[src/rtl/wb_pkg.sv]
// Shared Wishbone constants plus the two-master arbiter state encoding.
package wb_pkg;

  localparam int WB_DATA_W = 32;
  localparam int WB_ADDR_W = 32;
  localparam int WB_SEL_W  = WB_DATA_W / 8;

  // Stalled-strobe counter width used by the timeout watchdog.
  localparam int TMO_CTR_W = 16;

  // Arbiter states; the owner states double as their one-hot grant value.
  localparam logic [1:0] ARB_IDLE = 2'b00;
  localparam logic [1:0] ARB_OWN0 = 2'b01;
  localparam logic [1:0] ARB_OWN1 = 2'b10;

  // Map a state to the one-hot grant vector; any illegal code reads as idle.
  function automatic logic [1:0] grant_of(input logic [1:0] st);
    case (st)
      ARB_OWN0: grant_of = 2'b01;
      ARB_OWN1: grant_of = 2'b10;
      default:  grant_of = 2'b00;
    endcase
  endfunction

endpackage

[src/rtl/wb_timeout_ctr.sv]
// Stalled-strobe watchdog: counts consecutive cycles with a strobe out and
// no slave response, and pulses expire on the last permitted cycle.
module wb_timeout_ctr
  import wb_pkg::*;
(
  input  logic                 i_clk,
  input  logic                 i_rst_n,
  input  logic                 enable,   // strobe is out on the shared bus
  input  logic                 clear,    // slave responded this cycle
  input  logic [TMO_CTR_W-1:0] limit,
  output logic                 expire
);

  logic [TMO_CTR_W-1:0] count;

  // The count holds the number of earlier stalled cycles, so the limit-th
  // stalled cycle sees limit-1. A response arriving that same cycle is
  // ignored: the error wins and the count restarts.
  assign expire = enable && (count == (limit - TMO_CTR_W'(1)));

  // Count stalled cycles; restart on response, idle strobe or expiry.
  always_ff @(posedge i_clk or negedge i_rst_n) begin
    if (!i_rst_n) begin
      count <= '0;
    end else if (expire || clear || !enable) begin
      count <= '0;
    end else begin
      // NOTE: state registers use non-blocking assignment so every flop
      // samples pre-edge values, whatever the block evaluation order.
      count <= count + TMO_CTR_W'(1);
    end
  end

endmodule

[src/rtl/wb_arbiter_rr2.sv]
// Two-master Wishbone arbiter with round-robin tie-break, no preemption,
// one idle cycle between grants, and a stalled-strobe timeout.
module wb_arbiter_rr2
  import wb_pkg::*;
#(
  parameter int DATA_WIDTH     = 32,
  parameter int ADDR_WIDTH     = 32,
  parameter int TIMEOUT_CYCLES = 255
) (
  input  logic                    i_clk,
  input  logic                    i_rst_n,

  input  logic [ADDR_WIDTH-1:0]   wbm0_adr_i,
  input  logic [DATA_WIDTH-1:0]   wbm0_dat_i,
  output logic [DATA_WIDTH-1:0]   wbm0_dat_o,
  input  logic                    wbm0_we_i,
  input  logic [DATA_WIDTH/8-1:0] wbm0_sel_i,
  input  logic                    wbm0_stb_i,
  input  logic                    wbm0_cyc_i,
  output logic                    wbm0_ack_o,
  output logic                    wbm0_err_o,

  input  logic [ADDR_WIDTH-1:0]   wbm1_adr_i,
  input  logic [DATA_WIDTH-1:0]   wbm1_dat_i,
  output logic [DATA_WIDTH-1:0]   wbm1_dat_o,
  input  logic                    wbm1_we_i,
  input  logic [DATA_WIDTH/8-1:0] wbm1_sel_i,
  input  logic                    wbm1_stb_i,
  input  logic                    wbm1_cyc_i,
  output logic                    wbm1_ack_o,
  output logic                    wbm1_err_o,

  output logic [ADDR_WIDTH-1:0]   wbs_adr_o,
  output logic [DATA_WIDTH-1:0]   wbs_dat_o,
  output logic                    wbs_we_o,
  output logic [DATA_WIDTH/8-1:0] wbs_sel_o,
  output logic                    wbs_stb_o,
  output logic                    wbs_cyc_o,
  input  logic [DATA_WIDTH-1:0]   wbs_dat_i,
  input  logic                    wbs_ack_i,
  input  logic                    wbs_err_i,

  output logic [1:0]              o_grant,
  output logic                    o_timeout
);

  localparam logic [TMO_CTR_W-1:0] TMO_LIMIT = TMO_CTR_W'(TIMEOUT_CYCLES);

  logic [1:0] state, state_nxt;
  logic       last_owner, last_owner_nxt;
  logic       expire;
  logic       resp_ack, resp_err;

  // Arbitration: pick a new owner from idle, release when the owner's cyc drops.
  always_comb begin
    // NOTE: defaults first so every path assigns every output; a missed
    // branch would otherwise infer a latch.
    state_nxt      = state;
    last_owner_nxt = last_owner;
    case (state)
      ARB_IDLE: begin
        if (wbm0_cyc_i && wbm1_cyc_i) state_nxt = last_owner ? ARB_OWN0 : ARB_OWN1;
        else if (wbm0_cyc_i)          state_nxt = ARB_OWN0;
        else if (wbm1_cyc_i)          state_nxt = ARB_OWN1;
      end
      ARB_OWN0: begin
        if (!wbm0_cyc_i) begin
          state_nxt      = ARB_IDLE;
          last_owner_nxt = 1'b0;
        end
      end
      ARB_OWN1: begin
        if (!wbm1_cyc_i) begin
          state_nxt      = ARB_IDLE;
          last_owner_nxt = 1'b1;
        end
      end
      default: state_nxt = ARB_IDLE;
    endcase
  end

  // Owner and round-robin history; reset favours master 0 on first contention.
  always_ff @(posedge i_clk or negedge i_rst_n) begin
    if (!i_rst_n) begin
      state      <= ARB_IDLE;
      last_owner <= 1'b1;
    end else begin
      state      <= state_nxt;
      last_owner <= last_owner_nxt;
    end
  end

  // Shared-bus mux: the owner's signals pass straight through, idle drives zero.
  always_comb begin
    wbs_adr_o = '0;
    wbs_dat_o = '0;
    wbs_we_o  = 1'b0;
    wbs_sel_o = '0;
    wbs_stb_o = 1'b0;
    wbs_cyc_o = 1'b0;
    case (state)
      ARB_OWN0: begin
        wbs_adr_o = wbm0_adr_i;
        wbs_dat_o = wbm0_dat_i;
        wbs_we_o  = wbm0_we_i;
        wbs_sel_o = wbm0_sel_i;
        wbs_stb_o = wbm0_stb_i;
        wbs_cyc_o = wbm0_cyc_i;
      end
      ARB_OWN1: begin
        wbs_adr_o = wbm1_adr_i;
        wbs_dat_o = wbm1_dat_i;
        wbs_we_o  = wbm1_we_i;
        wbs_sel_o = wbm1_sel_i;
        wbs_stb_o = wbm1_stb_i;
        wbs_cyc_o = wbm1_cyc_i;
      end
      default: ;
    endcase
  end

  wb_timeout_ctr u_tmo (
    .i_clk   (i_clk),
    .i_rst_n (i_rst_n),
    .enable  (wbs_stb_o),
    .clear   (wbs_ack_i || wbs_err_i),
    .limit   (TMO_LIMIT),
    .expire  (expire)
  );

  // Response shaping: error beats ack, timeout overrides the slave, and a
  // response seen while the owner has already dropped cyc is discarded.
  assign resp_err = (wbs_cyc_o && wbs_err_i) || expire;
  assign resp_ack = wbs_cyc_o && wbs_ack_i && !wbs_err_i && !expire;

  assign o_grant    = grant_of(state);
  assign o_timeout  = expire;
  assign wbm0_ack_o = o_grant[0] && resp_ack;
  assign wbm0_err_o = o_grant[0] && resp_err;
  assign wbm1_ack_o = o_grant[1] && resp_ack;
  assign wbm1_err_o = o_grant[1] && resp_err;
  assign wbm0_dat_o = wbs_dat_i;
  assign wbm1_dat_o = wbs_dat_i;

endmodule

[config.mk]
export PLATFORM = sky130hd
export DESIGN_NAME = wb_arbiter_rr2
export DESIGN_NICKNAME = d
export VERILOG_FILES = /design/src/rtl/wb_pkg.sv /design/src/rtl/wb_timeout_ctr.sv /design/src/rtl/wb_arbiter_rr2.sv
export SDC_FILE = /design/constraint.sdc
export NUM_CORES = 1
export LEC_CHECK = 0
export ABC_CLOCK_PERIOD_IN_PS = 2300
export CORE_AREA = 2 2 123 125
export DETAILED_ROUTE_END_ITERATION = 10
export DIE_AREA = 0 0 125 127
export RECOVER_POWER = 50
export SETUP_SLACK_MARGIN = 0.02
export SYNTH_ARGS = -nofsm -noshare
export SYNTH_HDL_FRONTEND = slang
export SYNTH_SLANG_ARGS = --single-unit
[constraint.sdc]
create_clock -name i_clk -period 2.3 [get_ports i_clk]
set_input_delay 0.345 -clock i_clk [delete_from_list [all_inputs] [get_ports i_clk]]
set_output_delay 0.345 -clock i_clk [all_outputs]
set_load 0.01 [all_outputs]
# Word-level counts from Yosys, hierarchy flattened
# Cells that the tools add are included.
# op_classes
add_sub_neg	1
n_eq_ne	6
n_mux	18
reduce_logical	21
# op_table
cell	count
case mux 32 bit (2 select lines)	2
adder 16 x 1 -> 16 bit (second input constant)	1
equality test 16 x 8 -> 1 bit (second input constant)	1
two-way mux 16 bit	1
two-way mux 2 bit	6
logical AND 1 bit	10
case mux 1 bit (2 select lines)	4
case mux 4 bit (2 select lines)	1
case mux 2 bit (3 select lines)	1
AND reduction 3 bit	2
logical OR 1 bit	4
!= test 2 bit (second input constant)	2
!= test 4 bit (second input constant)	1
case mux 2 bit (2 select lines)	1
zero test 1 bit	3
equality test 2 x 1 -> 1 bit (second input constant)	1
equality test 2 bit (second input constant)	1
zero test 2 bit	1
two-way mux 1 bit	2
nonzero test 2 bit	1
# word_totals
ff_bits	19
output_inout_bits	142

# Depth between registers and ports, before layout
# depth
depth_word	6
mapped_depth	8
depth_no_buf	7

# Modules after synthesis
# From an unflattened synthesis, not the netlist that was laid out.
# hier_totals
cells_unflattened	411
area_unflattened_um2	3206.8
# modules_own_cells
mod	instances	cells_each	area_per_inst_um2
wb_arbiter_rr2	1	261	1859.3
wb_timeout_ctr	1	150	1347.5

# Worst setup path before layout
# OpenSTA, ideal clock, no wires.
# synth_path
kind	reg2out
startpoint	register state[0]
endpoint	output port wbm0_err_o
arrival_ps	2072
t_required_ps	1955
setup_slack_ps	-117
path_stages_with_launch	8
path_cell_list	dfrtp_1 inv_1 ha_1 clkbuf_1 a22oi_1 or4b_4 or2_1 a21boi_1
# synth_between
elab_chain_len	5
elab_cells_between_ends	9
# synth_rtl
element	line_no	text
from (decl)	wb_arbiter_rr2.sv:49	logic [1:0] state, state_nxt;
from (signal assigned)	wb_arbiter_rr2.sv:88	state <= state_nxt;
equality test 2 bit or equality test 2 x 1 -> 1 bit (tied branches)	wb_pkg.sv:18, wb_arbiter_rr2.sv:101	
case mux 1 bit (2 select lines)	wb_arbiter_rr2.sv:101	case (state)
logical AND 1 bit (on tied branches)	wb_arbiter_rr2.sv:133, wb_timeout_ctr.sv:19	
logical OR 1 bit	wb_arbiter_rr2.sv:133	assign resp_err = (wbs_cyc_o && wbs_err_i) || expire;
logical AND 1 bit (*)	wb_arbiter_rr2.sv:139	assign wbm0_err_o = o_grant[0] && resp_err;
to (decl)	wb_arbiter_rr2.sv:21	output logic wbm0_err_o,
# Every way passes the cells marked *; elsewhere a longest branch is shown, timed or not.

# Final worst setup path
# layout_path
startpoint	register u_tmo.count[0]
endpoint	output port wbm1_err_o
# layout_between
elab_chain_len	4
# layout_rtl
element	line_no	text
from (decl)	wb_timeout_ctr.sv:14	logic [TMO_CTR_W-1:0] count;
from (signal assigned)	wb_timeout_ctr.sv:30	count <= count + TMO_CTR_W'(1);
equality test 16 x 8 -> 1 bit	wb_timeout_ctr.sv:19	assign expire = enable && (count == (limit - TMO_CTR_W'(1)));
logical AND 1 bit	wb_timeout_ctr.sv:19	
logical OR 1 bit	wb_arbiter_rr2.sv:133	
logical AND 1 bit	wb_arbiter_rr2.sv:141	assign wbm1_err_o = o_grant[1] && resp_err;
to (decl)	wb_arbiter_rr2.sv:31	output logic wbm1_err_o,
# No other way between the ends.

==> summary.txt <==
Pwr
  • Post-route total power: 4.18 mW
  • Proportion of power drawn by the clock network: 0.087
  • Internal Power: around 2.5 mW
  • Total power divided by cell area: ~800 nW/um^2
  • Switching Share: 0.407
  • Relative contribution of sequential cells to total power: 0.093
  • Sw power: 1.70 mW
  • Worst ir drop on vdd: ~0.00043 V
  • Static leakage: 2.06 nW
  • Fraction of power consumed by combinational cells: 0.820

Route
  • Routed wire per std cell: 18.8 um
  • First-pass detailed-route iteration total: 4
  • Post-route antenna net violation count: 0
  • Via count: between 3000 and 4000
  • DRC Markers: 0
  • First-iteration detailed-routing DRC count: 138
  • Sum of routed wire length over all layers: approximately 13 mm
  • Average via count per standard cell: approximately 4.6

Min path
  • Class of the worst hold path: reg2reg
  • Worst Min Path Start: u_tmo.count[1]

Floorplanning
  • Number of placed I/O pins: 320
  • Initial core utilization: 0.185
  • Full die area: ~16000 um^2
  • Number of core rows: between 40 and 50
  • Area of the placeable core: roughly 14000 um^2
  • DIE WIDTH: between 100 and 150 um
  • Floorplan die height: approximately 130 um

STA
  • Slack of the critical path: -0.334 ns
  • Final Hold Viols: 0
  • Setup repair after global routing missed its margin: true
  • Final max-slew violation count: 0
  • Final worst-path cycle share: 1.15
  • F_max: between 300 and 400 MHz
  • Relative max-transition margin: 0.333
  • Minimum clock period after layout: 2.63 ns
  • Total Neg Setup Slack: -1.54 ns
  • Final setup violating endpoints: 5
  • Hold Worst Slack: ~0.57 ns
  • Worst clock skew: approximately 0.001 ns
  • Worst-Margin Slew: around 1 ns

Clocking
  • Clock-pin slew reported for the worst setup and hold paths after clock tree synthesis: about 0.05 ns
  • Post-CTS Hold Fix Bufs: 0
  • H-tree levels: 1
  • CTS tree: yes
  • Num CTS Buffers: 3
  • Library cell used as clock root buffer: clkbuf_16
  • Longest Clk Path Bufs: 2
  • Clock insertion delay at the later pin of the skew report: around 0.25 ns
  • Number of clock sinks seen by CTS: 19

Synth
  • Synthesized net count: 531
  • Syn_area_per_cell: ~7.7 um^2
  • Most area-consuming cells after synthesis: a22oi_1 (20%), buf_4 (18%), dfrtp_1 (17%)
  • Number of register bits inferred by synthesis: 19
  • Share of the synthesized area in the top cell type: 0.200
  • Commonest cells post-synth: nor2b_1 (72), a22oi_1 (71), buf_4 (64)
  • Synthesized netlist cell count: 346
  • Cell type with the largest total area after synthesis: a22oi_1
  • Most repeated cell in the gate-level netlist after synthesis: nor2b_1
  • Mapped Area: between 2000 and 3000 um^2
  • Share of the yosys chip area belonging to registers: 0.179
  • Total of warnings raised by yosys: 0
  • Post-synth cell types: 32
  • Post-synth ARST share: 1.00
  • EDFF count, synth: 0
  • Primary flip-flop cell chosen by synthesis mapping: dfrtp_1

Worst setup path
  • Critical path class: reg2out
  • Arrival time of data at the critical path endpoint: between 2 and 2.5 ns
  • Nature of the critical path startpoint: register
  • CP Launch Point: u_tmo.count[0]
  • Critical register-to-register path startpoint: u_tmo.count[0]
  • Endpoint kind of the worst setup timing path: output port
  • Critical path fanouts, max: 3
  • Data required, critical path: slightly below 2 ns

Finish
  • Diodes inserted: 0
  • Final core utilization: 0.362
  • Number of nets in the layout: just over 700
  • Synth-to-layout area growth: 95.6%
  • Count of non-filler cells in the finished layout: roughly 720
  • Fraction of final layout cells with drive strength greater than 1: 0.220
  • Post-Layout Inst Area: between 5000 and 6000 um^2

Placement
  • Setup Slack @ Placement: -0.478 ns
  • Number of instances in the placed design: around 700
  • Input/output buffers: between 200 and 250
  • Total cell area at the placement stage: ~4800 um^2
  • Gp weighted congestion: between 0.8 and 0.9
  • Total half-perimeter wirelength after legalization and detailed placement: 9.99 mm

Global route
  • Vias in the first global route: 3462
  • Total routing usage reported by global routing: 0.157
  • Antenna violations before repair: 0
  • Largest net degree at the start of global routing: 36
  • Remaining global-route overflow: 0
  • First-pass GRT wire length: about 20 mm

Status
  • Violations in the final reports: negative setup slack
  • Outcome: finished with violations

Flow run
  • Maximum Capacitance Violations: 0
area by class of cell:
class                           instances  area, um^2
Clock inverter                          1        5.00
Multi-Input combinational cell        229        1730
Clock buffer                            3        75.1
Tap cell                              184         230
Timing Repair Buffer                  270        2670
Sequential cell                        19         477
Fill cell                            1481        9200
Inverter                                9        33.8
path summary, 6_finish.rpt:
check                            endpoint  slack (ns)  cells past startpoint
min in group asynchronous  u_tmo.count[4]        0.77                      2
max in group asynchronous        state[1]        0.93                      2
max reg2reg                u_tmo.count[5]        0.14                      8
min                        u_tmo.count[1]        0.57                      2
min reg2reg                u_tmo.count[1]        0.57                      2
max                            wbm1_err_o       -0.33                      7
logic make-up (layout without fill, tap and decap cells):
group	after synthesis	count (layout)	share of synthesized area
AOI/OAI and AO/OA	80	80	0.227
and+or+nand+nor	128	128	0.285
xor gates and xnor gates	14	14	0.0459
buffers and inverters	98	283	0.231
DFF	19	19	0.179
adders and majority gates	7	7	0.0328
critical path, stage by stage (launching register included):
cell and delay (ns):
dfrtp_1 0.38, inv_1 0.06, ha_1 0.13, or4b_1 0.43, or4b_4 0.50, or2_4 0.27, a21boi_2 0.13, buf_2 0.14
sequential cells by signal (all words and copies together) (netlist names):
register / count
last_owner: 1
state: 2
u_tmo.count: 16
routing by layer:
| layer | up-vias | GRT usage | share of wire |
|---|---|---|---|
| met5 | - | 0 | 0 |
| met4 | 0 | 0.0353 | 0.014 |
| met3 | 18 | 0.0515 | 0.088 |
| met2 | 179 | 0.295 | 0.52 |
| met1 | 1546 | 0.172 | 0.38 |
| li1 | 1516 | - | - |
power groups by stage:
stage	registers [mW]	logic, mW	clock network [mW]
4_1_cts	0.385	3.44	0.369
2_1_floorplan	0.389	1.55	0
6_report	0.389	3.43	0.363
3_5_place_dp	0.389	2.93	0
5_1_grt	0.390	3.68	0.382
3_3_place_gp	0.386	2.88	0
placed cells by master (no fill, tap or decap), drive strengths merged, types with 2 or more instances in the layout:
master,Yosys,layout
nor2,23,23
nor4,4,4
buf,70,55
dfrtp,18,18
dlygate4sd2,0,40
nor3,4,4
a21boi,2,2
inv,9,9
o21ai,3,3
clkbuf,19,12
clkdlybuf4s50,0,146
bufbuf,0,2
a22o,2,2
a22oi,71,71
nand4,7,7
nand2,6,6
or4b,2,2
xnor2,13,13
nand3,6,6
nor2b,72,72
ha,7,7
clkdlybuf4s15,0,17
repair_timing:
action	in CTS	in global routing
gates cloned	5	0
setup endpoints to repair	92	31
setup buffers	5	5
resized for setup	145	43
pin swaps	4	6
Power figures use the tool's default switching activity.
